<file path="config.mk">
export PLATFORM = sky130hd
export DESIGN_NAME = traffic_phase_scheduler
export DESIGN_NICKNAME = d
export VERILOG_FILES = /design/src/rtl/traffic_phase_scheduler.sv
export SDC_FILE = /design/constraint.sdc
export NUM_CORES = 1
export LEC_CHECK = 0
export ABC_AREA = 0
export BUFFER_PORTS_ARGS = -buffer_cell sky130_fd_sc_hd__clkbuf_2
export CORE_MARGIN = 8
export CORE_UTILIZATION = 45
export CTS_BUF_LIST = sky130_fd_sc_hd__clkbuf_8
export CTS_CLUSTER_SIZE = 12
export DETAILED_ROUTE_END_ITERATION = 7
export PLACE_DENSITY = 0.68
export SYNTH_ARGS = -nofsm -noshare
export SYNTH_HDL_FRONTEND = slang
export SYNTH_SLANG_ARGS = --single-unit
</file>
<file path="constraint.sdc">
create_clock -name clk -period 3.6 [get_ports clk]
set_clock_uncertainty 0.15 [all_clocks]
set_input_delay 0.36 -clock clk [delete_from_list [all_inputs] [get_ports clk]]
set_output_delay 0.36 -clock clk [all_outputs]
set_load 0.02 [all_outputs]
</file>
<file path="src/rtl/traffic_phase_scheduler.sv">
`default_nettype none
// ============================================================================
// Module   : traffic_phase_scheduler
// Brief    : Highway/farm-road phase sequencer with request latching,
//            emergency preemption and tick-timed phase durations.
// Revision : 1.0 - initial release
// ============================================================================
module traffic_phase_scheduler #(
  parameter int TIME_W = 6
) (
  input  logic              clk,
  input  logic              rst,
  input  logic              Tick_i,
  input  logic [TIME_W-1:0] ShortTime_i,
  input  logic [TIME_W-1:0] LongTime_i,
  input  logic              FarmCar_i,
  input  logic              PedReq_i,
  input  logic              Emerg_i,
  output logic              HG,
  output logic              HY,
  output logic              HR,
  output logic              FG,
  output logic              FY,
  output logic              FR,
  output logic              Walk_o,
  output logic [2:0]        Phase_o
);

  typedef enum logic [2:0] {
    HWY_GRN  = 3'd0,
    HWY_YEL  = 3'd1,
    ALL_RED1 = 3'd2,
    FARM_GRN = 3'd3,
    FARM_YEL = 3'd4,
    ALL_RED2 = 3'd5
  } state_t;

  state_t            r_state;
  state_t            w_next;
  logic [TIME_W-1:0] r_cnt;
  logic [TIME_W-1:0] r_dur;
  logic [TIME_W-1:0] w_dur_next;
  logic              r_car_pend;
  logic              r_ped_pend;
  logic              r_walk_latch;
  logic              w_done;
  logic              w_enter;
  logic              w_enter_fg;

  // Done either because the counter already reached dur, or it reaches it on this tick.
  assign w_done     = (r_cnt == r_dur) || (Tick_i && (r_cnt == (r_dur - TIME_W'(1))));
  assign w_enter    = (w_next != r_state);
  assign w_enter_fg = w_enter && (w_next == FARM_GRN);

  always_comb begin
    w_next = r_state;
    case (r_state)
      HWY_GRN:  if (w_done && (r_car_pend || r_ped_pend) && !Emerg_i) w_next = HWY_YEL;
      HWY_YEL:  if (w_done) w_next = ALL_RED1;
      ALL_RED1: if (w_done) w_next = FARM_GRN;
      FARM_GRN: if (Emerg_i || w_done) w_next = FARM_YEL;
      FARM_YEL: if (w_done) w_next = ALL_RED2;
      ALL_RED2: if (w_done) w_next = HWY_GRN;
      default:  w_next = HWY_GRN;
    endcase
  end

  always_comb begin
    w_dur_next = TIME_W'(1);
    case (w_next)
      HWY_GRN, FARM_GRN: if (LongTime_i != '0) w_dur_next = LongTime_i;
      HWY_YEL, FARM_YEL: if (ShortTime_i != '0) w_dur_next = ShortTime_i;
      default:           w_dur_next = TIME_W'(1);
    endcase
  end

  always_ff @(posedge clk) begin
    if (rst) begin
      r_state      <= HWY_GRN;
      r_cnt        <= '0;
      r_dur        <= '0;
      r_car_pend   <= 1'b0;
      r_ped_pend   <= 1'b0;
      r_walk_latch <= 1'b0;
    end else begin
      r_state <= w_next;
      if (w_enter) begin
        r_cnt <= '0;
        r_dur <= w_dur_next;
      end else if (Tick_i && (r_cnt < r_dur)) begin
        r_cnt <= r_cnt + TIME_W'(1);
      end
      // A new request on the clearing edge survives into the next cycle.
      r_car_pend <= FarmCar_i | (r_car_pend & ~w_enter_fg);
      r_ped_pend <= PedReq_i  | (r_ped_pend & ~w_enter_fg);
      if (w_enter_fg) r_walk_latch <= r_ped_pend;
    end
  end

  always_comb begin
    HG     = 1'b0;
    HY     = 1'b0;
    HR     = 1'b0;
    FG     = 1'b0;
    FY     = 1'b0;
    FR     = 1'b0;
    Walk_o = 1'b0;
    case (r_state)
      HWY_GRN:  begin HG = 1'b1; FR = 1'b1; end
      HWY_YEL:  begin HY = 1'b1; FR = 1'b1; end
      FARM_GRN: begin HR = 1'b1; FG = 1'b1; Walk_o = r_walk_latch; end
      FARM_YEL: begin HR = 1'b1; FY = 1'b1; end
      default:  begin HR = 1'b1; FR = 1'b1; end
    endcase
  end

  assign Phase_o = r_state;

endmodule
`default_nettype wire

</file>
# After elaboration in Yosys (flattened, before gate mapping)
# Cells that the tools add are included.
# classes
bitwise	5
mux	17
n_eq_ne	11
n_lt_le_gt_ge	1
n_addsub	2
shifts	0
n_div	0
n_mul	0
n_reduce_logical	18
# op_table
operator	n
$mux 3	6
$pmux 3 s6	1
$eq 6x6->1	2
$mux 6	2
$pmux 6 s2	1
$reduce_bool 6->1	2
$reduce_or 2->1	5
$eq 3x2->1 const B	3
$eq 3x3->1 const B	3
$mux 1	7
$add 6x1->6 const B	1
$eq 3x1->1 const B	2
$logic_not 3->1	2
$lt 6x6->1	1
$sub 6x1->6 const B	1
$logic_and 1x1->1	5
$logic_or 1x1->1	3
$ne 3x3->1	1
$and 1x1->1	2
$or 1x1->1	2
$logic_not 1->1	1
$not 1->1	1
# word_totals
latchBits	0
in_bits	18
mem_count	0
elab_cells	60
ff_bits	18
romBits	0
ram_bits	0
out_inout_bits	10

# Depth between registers and ports, before layout
# depth
word_depth	13
depth_mapped	11

# Least setup slack after synthesis
# No wires, ideal clock.
# synth_timing
path_kind	register to register
startpoint	register r_dur[0]
endpoint	register r_dur[1]
required_time_ns	3.359
path_slack_ns	0.737
setup_ns	0.091
path_buffers	0
period_less_slack_ns	2.863
stages_incl_launch_ff	11
arrival_ns	2.622
path_cell_list	dfxtp_1 -> inv_1 -> ha_1 -> xnor2_1 -> nor3b_1 -> nand4b_4 -> a221o_2 -> o22ai_4 -> xor2_1 -> nand3_1 -> a311oi_1
# synth_via
elab_chain_len	11
word_cells_on_any_way	23
# synth_lines
item	line_no	source
start: declaration	41	logic [TIME_W-1:0] r_dur;
start signal: assignment	89	r_dur <= w_dur_next;
$sub 6x1->6	51	assign w_done = (r_cnt == r_dur) || (Tick_i && (r_cnt == (r_dur - TIME_W'(1))));
$eq 6x6->1	51	
$logic_and 1x1->1	51	
$logic_or 1x1->1 (*)	51	
$logic_and 1x1->1 (2 in series)	58	HWY_GRN: if (w_done && (r_car_pend || r_ped_pend) && !Emerg_i) w_next = HWY_YEL;
$mux 3	58	
$pmux 3 s6 (*)	57	case (r_state)
$eq 3x1->1, or another cell as far along	70	case (w_next)
$reduce_or 2->1	70	
$pmux 6 s2	70	
# Mark *: on every way between the ends. The rest lies on a longest branch, timed or not.
# A chain may end at the register's enable or synchronous reset.

# Worst setup path in the final report
# layout_timing
startpoint	register r_dur[0]
endpoint	register r_dur[5]
# Same word-level chain as after synthesis.

==> summary.txt <==
Drt
  • DRC: 0
  • Routed WL: 3065 µm
  • Vias/cell: 5.699
  • Post-DRT Antenna Nets: 0
  • Pre-antenna DRT Iters: 4
  • Iter 0 DRT Violations: 55
  • Vias: 1,231
  • Post-DR wirelength/cell: 14.19 µm

GRT
  • Grt total ovfl: 0
  • Pin count of the biggest net entering global routing: 20
  • Vias in the first global route: 1,251
  • Total GRT Usage: 12.62%
  • First-pass GRT wire length: 5409 µm
  • Initial antenna violation count: 0

Timing
  • Unrepaired setup endpoints after global routing: false
  • Max-slew violations: 0
  • Period utilisation layout: 87.10%
  • Setup_tns: 0 ps
  • Max Clock Freq: 0.3189 GHz
  • Count of final hold-check violations: 0
  • Setup Viol. Count Final: 0
  • Worst Tran Pin Value: 580.9 ps
  • Minimum clock period: 3135 ps
  • PnR worst setup slack: 464.5 ps
  • Slew margin rel.: 61.27%

Floorplanning
  • Die area: 0.004962 mm²
  • Chip height: 70.44 µm
  • Die Span X: 70.44 µm
  • Initial Utilization: 47.95%
  • Top-level port count: 28
  • Core Rows: 19
  • Core Area: 0.002781 mm²

Logic synthesis
  • Area contributors post-synth: dfxtp_1 (27%), ha_1 (7.5%), nor2_1 (6.8%)
  • Area leader, netlist: dfxtp_1
  • Post-Syn Nets: 184
  • Mapped Avg Cell Area: 8.442 µm²
  • Sequential element share of the synthesized area: 27.02%
  • Mapped Area: 0.001334 mm²
  • Post-synth top area share: 27.02%
  • Yosys Warn Count: 0
  • Main synth FF type: dfxtp_1
  • Ys async rst share: 0%
  • Seq cells post-synth: 18
  • Synthesized instance count: 158
  • Post-synth EDFFs: 0
  • Unique masters post-synth: 41

Cells and area
  • Fill cell count: 261
  • Layout cells sized above 1: 23.78%
  • Area grow syn2layout: 15.76%
  • Diode count: 0
  • Most frequent cells in the layout: clkbuf_2 (27), nor2_1 (24), dfxtp_1 (18)
  • Commonest non-fill, non-tap cell in the layout: clkbuf_2
  • Fin nets: 212

Setup path
  • Worst Setup Start Kind: flop
  • CP arrival: 3150 ps
  • Crit path largest cell delay: 490 ps
  • Crit end category: flop
  • WP data required: 3620 ps
  • Slowest CP cell: a221o_2
  • CP cell instances: inv_1 > ha_1 > xnor2_1 > nor3b_1 > nand4b_4 > a221o_2 > o22ai_4 > xor2_1 > nand3_1 > a311oi_1
  • Crit path kind: reg -> reg
  • CP delay by family, top: compound AO/OA/AOI/OAI gates
  • Reg2reg start: r_dur[0]
  • Worst Path Max Fanout: 9
  • Worst Path Buf+Inv: 1
  • CP Launch Point: r_dur[0]

CTS
  • Clk slew on worst S/H paths: 70 ps
  • Clk sinks: 18
  • Post_cts resized: 0
  • Postcts setup bufs: 0
  • Hold bufs inserted after CTS: 0
  • Cts bufs inserted: 3
  • CTS tree: built
  • CTS root buf: clkbuf_8
  • Latest clock arrival within the worst-skew pair: 250 ps
  • CTS HTree Levels: 1
  • CTS Buffer Depth: 2

Power
  • Maximum vdd drop: 529.2 µV
  • P_leak: 0.7060 nW
  • Pwr Density: 816.8 mW/mm²

Run
  • Max cap viols: 0

Worst hold path
  • Hold WC Path Type: in -> reg
  • Hold Crit Start: FarmCar_i

Placed design
  • Pre-CTS setup slack: 478.2 ps
  • Port Buf Inserts: 27
  • Routability congestion estimate from global placement: 0.8683
  • DP HPWL: 2555 µm

Status
  • Outcome: completed
[synth_stat cells (3+ instances only)]
cell / count
nor2b_1: 4
nand4_1: 3
clkbuf_1: 3
a21oi_1: 8
nand3b_1: 8
ha_1: 8
xnor2_1: 5
mux2i_1: 3
nor2_1: 24
o21ai_0: 3
inv_1: 9
dfxtp_1: 18
nor3_1: 9
nand3_1: 9
nand2_1: 3
nor3b_1: 3
a311oi_1: 5
xor2_1: 7
[flip-flops by register name (all words and copies together), names as in the netlist]
signal        flops
r_dur             6
Phase_o           3
r_walk_latch      1
r_cnt             6
r_car_pend        1
r_ped_pend        1
[stage by stage]
step                      power (mW)  area [µm²]  util, %  cells  hold WS, ps
after floorplan               0.9450        1334        -    158        302.1
after global placement         1.079        1489    53.53    212        316.8
after detailed placement       1.099        1489    53.53    212        321.4
after CTS                      1.265        1544    55.51    216        170.5
after global routing           1.377        1544    55.51    216        199.7
final                          1.261        1544    55.51    216        167.7
[logic make-up (layout without fill, tap and decap cells)]
family / Yosys count / after routing / share of synthesized area (%)
xor gates and xnor gates: 13 / 13 / 9.100
AOI/OAI and AO/OA: 26 / 26 / 17.54
buffers and inverters: 15 / 42 / 4.783
DFF: 18 / 18 / 27.02
adders and majority gates: 8 / 8 / 7.505
muxes: 3 / 3 / 2.251
and+or+nand+nor: 75 / 75 / 31.80
[worst paths after layout]
| path | end | slack, ps | cells after the start |
|---|---|---|---|
| setup reg to reg | r_dur[5] | 460 | 10 |
| setup / recovery | r_dur[5] | 460 | 10 |
| hold reg to reg | r_car_pend | 330 | 2 |
| hold / removal | r_car_pend | 170 | 3 |
[per-layer routing]
metal	share of wire [%]	vias to the layer above	track usage, %	wire [µm]
met5	0	-	0	0
met4	1.4	0	5.580	44
met3	2.8	4	1.271	86
met2	47	27	20.72	1441
met1	49	581	16.07	1492
li1	-	619	-	-
[layout make-up]
| cell class | count | area [µm²] | share of cell area (%) |
|---|---|---|---|
| flip-flops and latches | 18 | 360.3 | 23.34 |
| clock buffers | 4 | 55.05 | 3.566 |
| inverters | 10 | 37.54 | 2.431 |
| multi-input cells | 125 | 909.6 | 58.91 |
| well taps | 31 | 38.79 | 2.512 |
| repair buffers | 28 | 142.6 | 9.238 |
[where the power goes]
part           switching (mW)  internal (mW)
registers              0.0571          0.243
logic                   0.462          0.334
clock network          0.0681         0.0972
total                   0.587          0.674
[worst reg2reg max path, delay by kind of cell, from the launching register on]
family | cells | cell delay (ps)
flops | 1 | 390
compound gates | 3 | 1020
simple gates | 3 | 630
buf+inv | 1 | 70
xor+xnor | 2 | 480
fa+ha+maj | 1 | 310
No activity file was read; power rests on OpenSTA's default activity.
